$ cat config.mk
export PLATFORM = sky130hd
export DESIGN_NAME = pipeline_run_controller_flat
export DESIGN_NICKNAME = d
export VERILOG_FILES = /design/src/rtl/pipeline_run_controller_if.sv /design/src/rtl/pipeline_run_controller.sv /design/src/flat_wrapper.sv
export SDC_FILE = /design/constraint.sdc
export NUM_CORES = 1
export LEC_CHECK = 0
export ABC_AREA = 1
export CELL_PAD_IN_SITES_DETAIL_PLACEMENT = 0
export CELL_PAD_IN_SITES_GLOBAL_PLACEMENT = 2
export CORE_ASPECT_RATIO = 1.75
export CORE_MARGIN = 10
export CORE_UTILIZATION = 29
export DETAILED_ROUTE_END_ITERATION = 8
export HOLD_SLACK_MARGIN = 0.08
export PLACE_DENSITY_LB_ADDON = 0.1
export SETUP_SLACK_MARGIN = 0.2
export SLEW_MARGIN = 20
export SYNTH_ARGS = -nofsm -noshare
export SYNTH_HDL_FRONTEND = slang
export SYNTH_SLANG_ARGS = --single-unit
$ cat constraint.sdc
create_clock -name clk -period 3.49 [get_ports clk]
set_input_delay 0.698 -clock clk [delete_from_list [all_inputs] [get_ports clk]]
set_output_delay 0.698 -clock clk [all_outputs]
set_load 0.01 [all_outputs]
$ cat src/rtl/pipeline_run_controller_if.sv
// -----------------------------------------------------------------------------
// pipeline_run_controller_if
//   Groups the run-control request, the core's write-back retire stream and the
//   controller's status outputs into one bundle.
//
//   Signals
//     start        : one-cycle pulse that begins or restarts a run
//     wb_valid     : core retired an instruction in WB this cycle
//     wb_instr     : instruction retiring in WB, qualified by wb_valid
//     core_reset   : drives the core's reset port
//     running      : core is executing (RUN or DRAIN)
//     done         : run finished, sticky until next start or reset
//     halted       : run ended by HALT
//     timeout      : run ended by cycle budget
//     cycle_count  : cycles spent in RUN plus DRAIN
//     retire_count : instructions retired, HALT included
//     state        : controller state (IDLE=0, RSTH=1, RUN=2, DRAIN=3, DONE=4)
//
//   Modports
//     master : the environment driving start and the retire stream
//     slave  : the controller itself
// -----------------------------------------------------------------------------
interface pipeline_run_controller_if #(
   parameter int CNT_W   = 32,
   parameter int INSTR_W = 32
);
   logic               start;
   logic               wb_valid;
   logic [INSTR_W-1:0] wb_instr;
   logic               core_reset;
   logic               running;
   logic               done;
   logic               halted;
   logic               timeout;
   logic [CNT_W-1:0]   cycle_count;
   logic [CNT_W-1:0]   retire_count;
   logic [2:0]         state;

   modport master (
      output start, wb_valid, wb_instr,
      input  core_reset, running, done, halted, timeout,
      input  cycle_count, retire_count, state
   );

   modport slave (
      input  start, wb_valid, wb_instr,
      output core_reset, running, done, halted, timeout,
      output cycle_count, retire_count, state
   );
endinterface

$ cat src/rtl/pipeline_run_controller.sv
// -----------------------------------------------------------------------------
// pipeline_run_controller
//   Run-control and watchdog wrapper for the MIPS32 pipeline core. Holds the
//   core in reset, releases it for a run, counts cycles and retired
//   instructions, and ends the run either when a HALT word retires in WB
//   (followed by a short drain) or when the RUN cycle budget expires.
//   The run can be restarted from IDLE or DONE with a start pulse.
//
//   Ports
//     clk    : system clock, rising edge
//     reset  : synchronous, active-high controller reset
//     bus    : slave side of pipeline_run_controller_if (start, retire stream,
//              core_reset, status flags, counters, state)
// -----------------------------------------------------------------------------
module pipeline_run_controller #(
   parameter int                 RESET_CYCLES = 2,
   parameter int                 MAX_CYCLES   = 30,
   parameter int                 DRAIN_CYCLES = 3,
   parameter int                 CNT_W        = 32,
   parameter int                 INSTR_W      = 32,
   parameter logic [INSTR_W-1:0] HALT_WORD    = INSTR_W'(32'hFC00_0000)
) (
   input  logic                       clk,
   input  logic                       reset,
   pipeline_run_controller_if.slave   bus
);

   // Phase counters only need to reach PARAM-1.
   localparam int RST_W   = (RESET_CYCLES > 1) ? $clog2(RESET_CYCLES) : 1;
   localparam int RUN_W   = (MAX_CYCLES   > 1) ? $clog2(MAX_CYCLES)   : 1;
   localparam int DRAIN_W = (DRAIN_CYCLES > 1) ? $clog2(DRAIN_CYCLES) : 1;
   localparam int DRAIN_LAST = (DRAIN_CYCLES > 0) ? DRAIN_CYCLES - 1 : 0;

   typedef enum logic [2:0] {
      S_IDLE  = 3'd0,
      S_RSTH  = 3'd1,
      S_RUN   = 3'd2,
      S_DRAIN = 3'd3,
      S_DONE  = 3'd4
   } state_t;

   state_t               r_state;
   state_t               w_next_state;

   logic [RST_W-1:0]     r_rst_cnt;
   logic [RUN_W-1:0]     r_run_cnt;
   logic [DRAIN_W-1:0]   r_drain_cnt;

   logic                 r_core_reset;
   logic                 r_running;
   logic                 r_done;
   logic                 r_halted;
   logic                 r_timeout;
   logic [CNT_W-1:0]     r_cycle_count;
   logic [CNT_W-1:0]     r_retire_count;

   logic                 w_start_ok;
   logic                 w_halt;
   logic                 w_budget_end;
   logic                 w_rst_end;
   logic                 w_drain_end;
   logic                 w_next_active;

   // ---------------------------------------------------------------------------
   // Next-state logic
   // ---------------------------------------------------------------------------
   // NOTE: every signal driven here gets a default first, so no path leaves a
   // value unassigned and no latch is inferred.
   always_comb begin
      w_start_ok   = 1'b0;
      w_next_state = r_state;
      w_halt       = bus.wb_valid && (bus.wb_instr == HALT_WORD);
      // The budget uses its own counter so it still fires when the visible
      // cycle_count has saturated at a narrow CNT_W.
      w_budget_end = (r_run_cnt == RUN_W'(MAX_CYCLES - 1));
      w_rst_end    = (r_rst_cnt == RST_W'(RESET_CYCLES - 1));
      w_drain_end  = (r_drain_cnt == DRAIN_W'(DRAIN_LAST));

      case (r_state)
         S_IDLE, S_DONE: begin
            if (bus.start) begin
               w_start_ok   = 1'b1;
               w_next_state = S_RSTH;
            end
         end
         S_RSTH: begin
            if (w_rst_end) w_next_state = S_RUN;
         end
         S_RUN: begin
            // HALT takes priority over a budget expiry on the same edge.
            if (w_halt)
               w_next_state = (DRAIN_CYCLES == 0) ? S_DONE : S_DRAIN;
            else if (w_budget_end)
               w_next_state = S_DONE;
         end
         S_DRAIN: begin
            if (w_drain_end) w_next_state = S_DONE;
         end
         default: w_next_state = S_IDLE;
      endcase

      w_next_active = (w_next_state == S_RUN) || (w_next_state == S_DRAIN);
   end

   // ---------------------------------------------------------------------------
   // State register
   // ---------------------------------------------------------------------------
   // NOTE: all sequential state uses non-blocking assignments so every register
   // samples pre-edge values regardless of statement order.
   always_ff @(posedge clk) begin
      if (reset) r_state <= S_IDLE;
      else       r_state <= w_next_state;
   end

   // ---------------------------------------------------------------------------
   // Phase counters, counters, flags and registered outputs
   // ---------------------------------------------------------------------------
   always_ff @(posedge clk) begin
      if (reset) begin
         r_rst_cnt      <= '0;
         r_run_cnt      <= '0;
         r_drain_cnt    <= '0;
         r_core_reset   <= 1'b1;
         r_running      <= 1'b0;
         r_done         <= 1'b0;
         r_halted       <= 1'b0;
         r_timeout      <= 1'b0;
         r_cycle_count  <= '0;
         r_retire_count <= '0;
      end else begin
         // Outputs are registered from the next state so they line up with
         // the state output on the same edge.
         r_core_reset <= !w_next_active;
         r_running    <= w_next_active;
         r_done       <= (w_next_state == S_DONE);

         // Each phase counter runs only while in its own state, so it is
         // already zero on entry.
         r_rst_cnt   <= (r_state == S_RSTH)  ? r_rst_cnt + RST_W'(1)     : '0;
         r_run_cnt   <= (r_state == S_RUN)   ? r_run_cnt + RUN_W'(1)     : '0;
         r_drain_cnt <= (r_state == S_DRAIN) ? r_drain_cnt + DRAIN_W'(1) : '0;

         if (w_start_ok) begin
            r_halted       <= 1'b0;
            r_timeout      <= 1'b0;
            r_cycle_count  <= '0;
            r_retire_count <= '0;
         end else if ((r_state == S_RUN) || (r_state == S_DRAIN)) begin
            if (r_cycle_count != '1)
               r_cycle_count <= r_cycle_count + CNT_W'(1);
            if (bus.wb_valid && (r_retire_count != '1))
               r_retire_count <= r_retire_count + CNT_W'(1);
            if (r_state == S_RUN) begin
               if (w_halt)            r_halted  <= 1'b1;
               else if (w_budget_end) r_timeout <= 1'b1;
            end
         end
      end
   end

   assign bus.state        = r_state;
   assign bus.core_reset   = r_core_reset;
   assign bus.running      = r_running;
   assign bus.done         = r_done;
   assign bus.halted       = r_halted;
   assign bus.timeout      = r_timeout;
   assign bus.cycle_count  = r_cycle_count;
   assign bus.retire_count = r_retire_count;

endmodule
$ cat src/flat_wrapper.sv
// flat-port wrapper written by rule: the top's interface ports become plain ports
module pipeline_run_controller_flat 
#(
   parameter int                 RESET_CYCLES = 2,
   parameter int                 MAX_CYCLES   = 30,
   parameter int                 DRAIN_CYCLES = 3,
   parameter int                 CNT_W        = 32,
   parameter int                 INSTR_W      = 32,
   parameter logic [INSTR_W-1:0] HALT_WORD    = INSTR_W'(32'hFC00_0000)
)
  (clk, reset, bus_start, bus_wb_valid, bus_wb_instr, bus_core_reset, bus_running, bus_done, bus_halted, bus_timeout, bus_cycle_count, bus_retire_count, bus_state);
  pipeline_run_controller_if #(.CNT_W(CNT_W), .INSTR_W(INSTR_W)) bus_i ();
  input  logic clk;
  input  logic reset;
  input wire logic [$bits(bus_i.start)-1:0] bus_start;
  input wire logic [$bits(bus_i.wb_valid)-1:0] bus_wb_valid;
  input wire logic [$bits(bus_i.wb_instr)-1:0] bus_wb_instr;
  output wire logic [$bits(bus_i.core_reset)-1:0] bus_core_reset;
  output wire logic [$bits(bus_i.running)-1:0] bus_running;
  output wire logic [$bits(bus_i.done)-1:0] bus_done;
  output wire logic [$bits(bus_i.halted)-1:0] bus_halted;
  output wire logic [$bits(bus_i.timeout)-1:0] bus_timeout;
  output wire logic [$bits(bus_i.cycle_count)-1:0] bus_cycle_count;
  output wire logic [$bits(bus_i.retire_count)-1:0] bus_retire_count;
  output wire logic [$bits(bus_i.state)-1:0] bus_state;
  assign bus_i.start = bus_start;
  assign bus_i.wb_valid = bus_wb_valid;
  assign bus_i.wb_instr = bus_wb_instr;
  assign bus_core_reset = bus_i.core_reset;
  assign bus_running = bus_i.running;
  assign bus_done = bus_i.done;
  assign bus_halted = bus_i.halted;
  assign bus_timeout = bus_i.timeout;
  assign bus_cycle_count = bus_i.cycle_count;
  assign bus_retire_count = bus_i.retire_count;
  assign bus_state = bus_i.state;
  pipeline_run_controller #(.RESET_CYCLES(RESET_CYCLES), .MAX_CYCLES(MAX_CYCLES), .DRAIN_CYCLES(DRAIN_CYCLES), .CNT_W(CNT_W), .INSTR_W(INSTR_W), .HALT_WORD(HALT_WORD)) u_core (.clk(clk), .reset(reset), .bus(bus_i));
endmodule
==> results.md, run 1 <==
* Pre-CTS WS at 0.9848 ns
* Setup CP Type: reg -> reg
* Initial antenna violation count at 0
* Slew Viols, Final at 0
* Pleak at 0.002091 µW
* Sw frac at between 20% and 30%
* Starting Density at around 29%
* Commonest non-fill, non-tap cell in the layout: nand2_1
* Post-Synthesis Cells at between 800 and 900
* Clk slew on worst S/H paths at ~0.070 ns
* Slew headroom at between 40% and 50%
* Worst EP arrival at around 2.5 ns
* CP Capture Type: flop
* Warning count from the yosys run at 0
* Commonest cells after routing, fill and taps aside: nand2_1 (307), nor2_1 (151), clkdlybuf4s50_1 (107), dfxtp_1 (80), inv_1 (51)
* Min cycle time layout at approximately 2.2 ns
* Period utilization at between 60% and 70%
* Synth Register Bits at 80
* Power Dens Cells at roughly 300 mW/mm²
* Crit-path max FO at 34
* Final hold vios at 0
* Finished Core Util at about two fifths
* Slowest-stage cell, CP: nand2_2
* NetSw at 497.1 µW
* Setup TNS at 0 ns
* Sequential share of power at 47.0%
* Vias at 5,321
* CP Launch Type: flop
* Worst setup margin at between 1 and 1.5 ns
* Worst Skew at 0.01128 ns
* Drt wl/cell at 15.63 µm
* Setup violations, final at 0
* Top Family by Delay on Critical Path: simple AND/OR/NAND/NOR gates
* Iter 0 DRT Violations at ~240
* Post-CTS Setup Bufs at 0
* Final WL at 17,940 µm
* WP depth at 10
* Placer Congestion at 0.8309
* Synth unique cells at 32
* Die Area at 0.02293 mm²
* Post-synthesis instance area at 0.004957 mm²
* H-Tree Depth at 3
* Post-DP HPWL at 14,260 µm
* Clk Latency, worst-skew pair at between 0.3 and 0.4 ns
* Int Pwr at 1463 µW
* Worst Hold Depth at 1
* Max Fclk at 445.0 MHz
* Combinational power share at under 10%
* Root Driver: clkbuf_16
* Buffers plus inverters on the worst setup path at 1
* WHS at ~0.42 ns
* Die X at approximately 120 µm
* RSZ-0062 raised after global routing: false
* Mapped Avg Cell Area at just over 6 µm²
* Clock buffer depth at 2
* First-pass GRT wire length at 28,390 µm
* CTS tree: done
* Port bufs at roughly 110
* GR Util All Layers at approximately 16%
* Clock power frac at between 40% and 50%
* Crit-path max cell delay at about 0.50 ns
* P&R area growth vs syn at 31.50%
* Pin count of the biggest net entering global routing at 35
* Outcome: finished, final reports clean
* Remaining DRCs at 0
* Slew @ Worst Pin at between 0.8 and 0.9 ns
* IR drop worst, VDD at 0.1869 mV
* Hold Buf Count CTS at 0
* Routed vias/inst at approximately 4.6
* Fillers at between 1,500 and 2,000
* Post-CTS resize count at 0
* Worst-path cell chain: ha_1 > inv_2 > nor2_1 > nand2_2 > nor2_4 > nand2_1 > nand2_2 > o21ai_0 > nand2_1 > nor2_1
* Max-cap violations at 0
* TritonCTS sink count at 80
* Req. time, crit path at around 3.7 ns
* Number of global-route vias before repair at roughly 5,400
* Drt first pass iters at 5
* Diodes inserted at 0
* Worst hold path type: reg -> reg
* Core Region at approximately 0.017 mm²
* Worst Reg-to-Reg Cells at 10
* Grt ovf at 0
* Ports at between 100 and 150
* Die Ht at 193.0 µm
* Sequential cell area fraction in the yosys report at approximately a third
* Std-Cell Rows at 63
* Final ANT Viol Nets at 0
* Inserted Clock Buffers at 9
* Layout cells sized above 1 at roughly 5.8%
* Syn Nets at about 860
* Nets at approximately 960
## final timing paths
check / start / endpoint / slack, ns
worst max-delay path: u_core.bus.cycle_count[1] / u_core.bus.cycle_count[8] / 1.24
worst min-delay path: u_core.r_drain_cnt[0] / u_core.r_drain_cnt[0] / 0.42
worst max register to register: u_core.bus.cycle_count[1] / u_core.bus.cycle_count[8] / 1.24
worst min register to register: u_core.r_drain_cnt[0] / u_core.r_drain_cnt[0] / 0.42
## synthesized netlist by cell type
cell type / count / area, µm²
o22ai_1: 1 / 6.260
xnor2_1: 6 / 52.55
a21oi_1: 49 / 245.2
and2_1: 1 / 6.260
or2_2: 2 / 12.51
nand3_2: 2 / 20.02
o21bai_1: 1 / 7.510
nand2_2: 4 / 25.02
buf_6: 6 / 67.56
a21oi_2: 7 / 61.31
a41oi_1: 1 / 8.760
nand2_4: 1 / 11.26
nor2_2: 8 / 50.05
inv_1: 51 / 191.4
nor2_1: 151 / 566.8
ha_1: 5 / 62.56
nor3_1: 8 / 40.04
xor2_1: 17 / 148.9
nor2_4: 4 / 45.04
nor2b_1: 1 / 6.260
buf_2: 5 / 25.02
nand3_4: 1 / 17.52
nand4_1: 10 / 62.56
o21ai_0: 11 / 55.05
inv_2: 4 / 15.01
dfxtp_1: 80 / 1602
buf_1: 1 / 3.750
nand2_1: 307 / 1152
nor3b_1: 1 / 7.510
clkbuf_1: 7 / 26.28
nand3b_1: 20 / 150.1
nand3_1: 41 / 205.2
## registers in the layout, indices dropped and copies added (netlist names), 2 cells and up
| register | cells |
|---|---|
| u_core.bus.retire_count | 32 |
| u_core.bus.cycle_count | 32 |
| u_core.r_drain_cnt | 2 |
| u_core.bus.state | 3 |
| u_core.r_run_cnt | 5 |
## stage by stage
stage	total power (µW)	cell area, µm²	instances
after floorplan	999.7	4957	814
after global placement	1066	6236	1132
after detailed placement	1067	6236	1132
after CTS	2001	6519	1148
after global routing	2036	6519	1148
final	1960	6519	1148
## layout make-up
class,instances,area [µm²],area share [%]
flip-flops and latches,80,1602,24.57
clock buffers,9,225.2,3.455
inverters,55,206.4,3.167
multi-input cells,660,3038,46.60
clock inverters,7,57.56,0.8829
repair buffers,110,1106,16.97
well taps,227,284.0,4.357
## power groups by stage
stage          combinational, µW  sequential [µW]  clock [µW]
4_1_cts                      125              922         954
3_3_place_gp                 123              943           0
2_1_floorplan               56.0              944           0
3_5_place_dp                 124              943           0
5_1_grt                      134              923         979
6_report                     122              922         916
## logic make-up (layout without fill, tap and decap cells)
kind of cell / Yosys count / after routing / synth area share (%)
buf+inv: 74 / 181 / 6.638
compound gates: 70 / 70 / 7.749
xor+xnor: 23 / 23 / 4.064
simple gates: 562 / 562 / 47.98
flops: 80 / 80 / 32.31
fa+ha+maj: 5 / 5 / 1.262
## per-layer routing
metal	vias to the layer above	wire, µm	global-route usage (%)
li1	2772	-	-
met1	2425	6304	14.36
met2	96	10290	31.36
met3	28	623	2.799
met4	0	721	8.349
met5	-	0	0
No activity file was read; power rests on OpenSTA's default activity.
==> inputs of run 2 (changes only) <==
--- a/config.mk
+++ b/config.mk
@@ -10,7 +10,7 @@
 export CELL_PAD_IN_SITES_GLOBAL_PLACEMENT = 2
 export CORE_ASPECT_RATIO = 1.75
 export CORE_MARGIN = 10
-export CORE_UTILIZATION = 29
+export CORE_UTILIZATION = 24
 export DETAILED_ROUTE_END_ITERATION = 8
 export HOLD_SLACK_MARGIN = 0.08
 export PLACE_DENSITY_LB_ADDON = 0.1
==> constraint.sdc (replaced) <==
create_clock -name clk -period 2.03 [get_ports clk]
set_input_delay 0.406 -clock clk [delete_from_list [all_inputs] [get_ports clk]]
set_output_delay 0.406 -clock clk [all_outputs]
set_load 0.01 [all_outputs]
==> results.md, run 2 (synthesis results as in run 1) <==
* Outcome: finished, final reports clean
* Worst Reg-to-Reg Cells at 11
* RSZ-0062 raised after global routing: true
* Number of global-route vias before repair at approximately 5,800
* Pre-CTS WS at 0.1356 ns
* Hold Crit Start: u_core.r_drain_cnt[0]
* Slew @ Worst Pin at 0.3567 ns
* Drt first pass iters at 4
* Vias at about 5,600
* P&R area growth vs syn at 41.47%
* Worst Hold Depth at 1
* Slew headroom at 76.13%
* TritonCTS sink count at 80
* Int Pwr at 2657 µW
* Remaining DRCs at 0
* Iter 0 DRT Violations at about 210
* Worst setup margin at 0.2299 ns
* Die Area at approximately 0.027 mm²
* Crit-path max FO at 5
* Final hold vios at 0
* R2r endpoint: u_core.bus.retire_count[1]
* Final WL at roughly 21,000 µm
* First-pass GRT wire length at between 30,000 and 40,000 µm
* Clock power frac at between 40% and 50%
* Std-Cell Rows at 69
* Layout cells sized above 1 at 14.02%
* Die X at between 100 and 150 µm
* NetSw at 806.4 µW
* Slew Viols, Final at 0
* Setup CP Type: reg -> out
* Commonest cells after routing, fill and taps aside: nand2_1 (307), nor2_1 (142), clkdlybuf4s50_1 (92), inv_1 (51), dfxtp_1 (49)
* Clk slew on worst S/H paths at roughly 0.06 ns
* Setup TNS at 0 ns
* WHS at 0.4386 ns
* Ports at between 100 and 150
* Initial antenna violation count at 0
* Reg2Reg Setup Slack at 0.30 ns
* Pin count of the biggest net entering global routing at 35
* Port bufs at around 110
* Routed vias/inst at between 4 and 5
* Root Driver: clkbuf_16
* Combinational power share at just under 7%
* Starting Density at around a quarter
* CP Capture Type: primary output
* Min cycle time layout at 1.800 ns
* Max Fclk at 555.5 MHz
* Setup violations, final at 0
* Clock buffer depth at 2
* IR drop worst, VDD at between 0.2 and 0.3 mV
* Final ANT Viol Nets at 0
* Inserted Clock Buffers at 9
* Post-DP HPWL at between 15,000 and 20,000 µm
* Max-cap violations at 0
* Req. time, crit path at 1.62 ns
* Nets at 1,002
* H-Tree Depth at 3
* Placer Congestion at 0.8198
* Power Dens Cells at roughly 490 mW/mm²
* GR Util All Layers at about 15%
* Commonest non-fill, non-tap cell in the layout: nand2_1
* Sw frac at a little under a quarter
* CP Launch Type: flop
* CTS tree: done
* Diodes inserted at 0
* Worst Skew at approximately 0.0060 ns
* Worst EP arrival at approximately 1.4 ns
* Die Ht at 210.1 µm
* Sequential share of power at 45.7%
* Worst hold path type: reg -> reg
* Pleak at 0.002545 µW
* Clk Latency, worst-skew pair at 0.35 ns
* Hold Crit Endpoint: u_core.r_drain_cnt[0]
* Core Region at 0.02029 mm²
* Drt wl/cell at roughly 17 µm
* Worst r2r src: u_core.bus.retire_count[0]
* Period utilization at about 90%
* Grt ovf at 0
run 2: cell types whose count changed in the layout (fill, tap and decap cells not counted), moves of 8 or more:
| cell | before | now |
|---|---|---|
| buf_4 | 2 | 44 |
| clkdlybuf4s50_1 | 107 | 92 |
| dfxtp_1 | 80 | 49 |
| dfxtp_2 | 0 | 29 |
| dlymetal6s2s_1 | 0 | 8 |
| nor2_1 | 151 | 142 |
| nor2_2 | 8 | 16 |
run 2: critical path, cell delays in order, from the launching register on:
cell	delay, ns
dfxtp_4	0.39
buf_4	0.13
clkdlybuf4s50_1	0.53
run 2: per-stage QoR:
step / utilization (%) / std cells / power (µW) / instance area, µm²
after floorplan: - / 814 / 1719 / 4957
after global placement: 32.51 / 1195 / 1856 / 6595
after detailed placement: 32.51 / 1195 / 1857 / 6595
after CTS: 33.94 / 1208 / 3526 / 6887
after global routing: 34.57 / 1211 / 3595 / 7013
final: 34.57 / 1211 / 3463 / 7013
run 2: final cells by class:
class | count | area [µm²]
well taps | 248 | 310.3
multi-input cells | 660 | 3077
clock inverters | 1 | 30.03
flip-flops and latches | 80 | 1645
repair buffers | 155 | 1498
inverters | 55 | 206.4
fillers | 2229 | 13280
clock buffers | 12 | 246.5
run 2: worst max path at each step:
stage / from / to / slack (ns) / cells past startpoint
5_1_grt: u_core.bus.retire_count[0] / u_core.bus.retire_count[1] / 0.13 / 11
6_report: u_core.bus.retire_count[2] / bus_retire_count[2] / 0.23 / 2
4_1_cts: u_core.bus.retire_count[2] / bus_retire_count[2] / 0.17 / 2
3_3_place_gp: bus_wb_instr[1] / u_core.bus.core_reset / 0.16 / 8
2_1_floorplan: u_core.bus.retire_count[0] / u_core.bus.retire_count[1] / 0.28 / 11
3_5_place_dp: u_core.bus.retire_count[13] / u_core.bus.retire_count[31] / 0.14 / 8
run 2: layer usage:
metal	vias to the layer above	global-route usage, %	wire length (µm)
li1	2858	-	-
met1	2617	12.81	6944
met2	88	30.23	12040
met3	33	2.789	692
met4	0	7.938	850
met5	-	0	0
run 2: timing repair:
item	CTS	global route
cloned	0	1
setup endpoints to repair	40	82
pin swaps	0	2
setup buffers	0	2
hold buffers	0	0
resized for setup	18	44
run 2: power groups by stage:
stage	logic, µW	registers (µW)	clock network (µW)
floorplan	96.3	1620	0
global placement	236	1620	0
detailed placement	237	1620	0
CTS	236	1580	1710
global route	260	1580	1750
finish	237	1580	1640
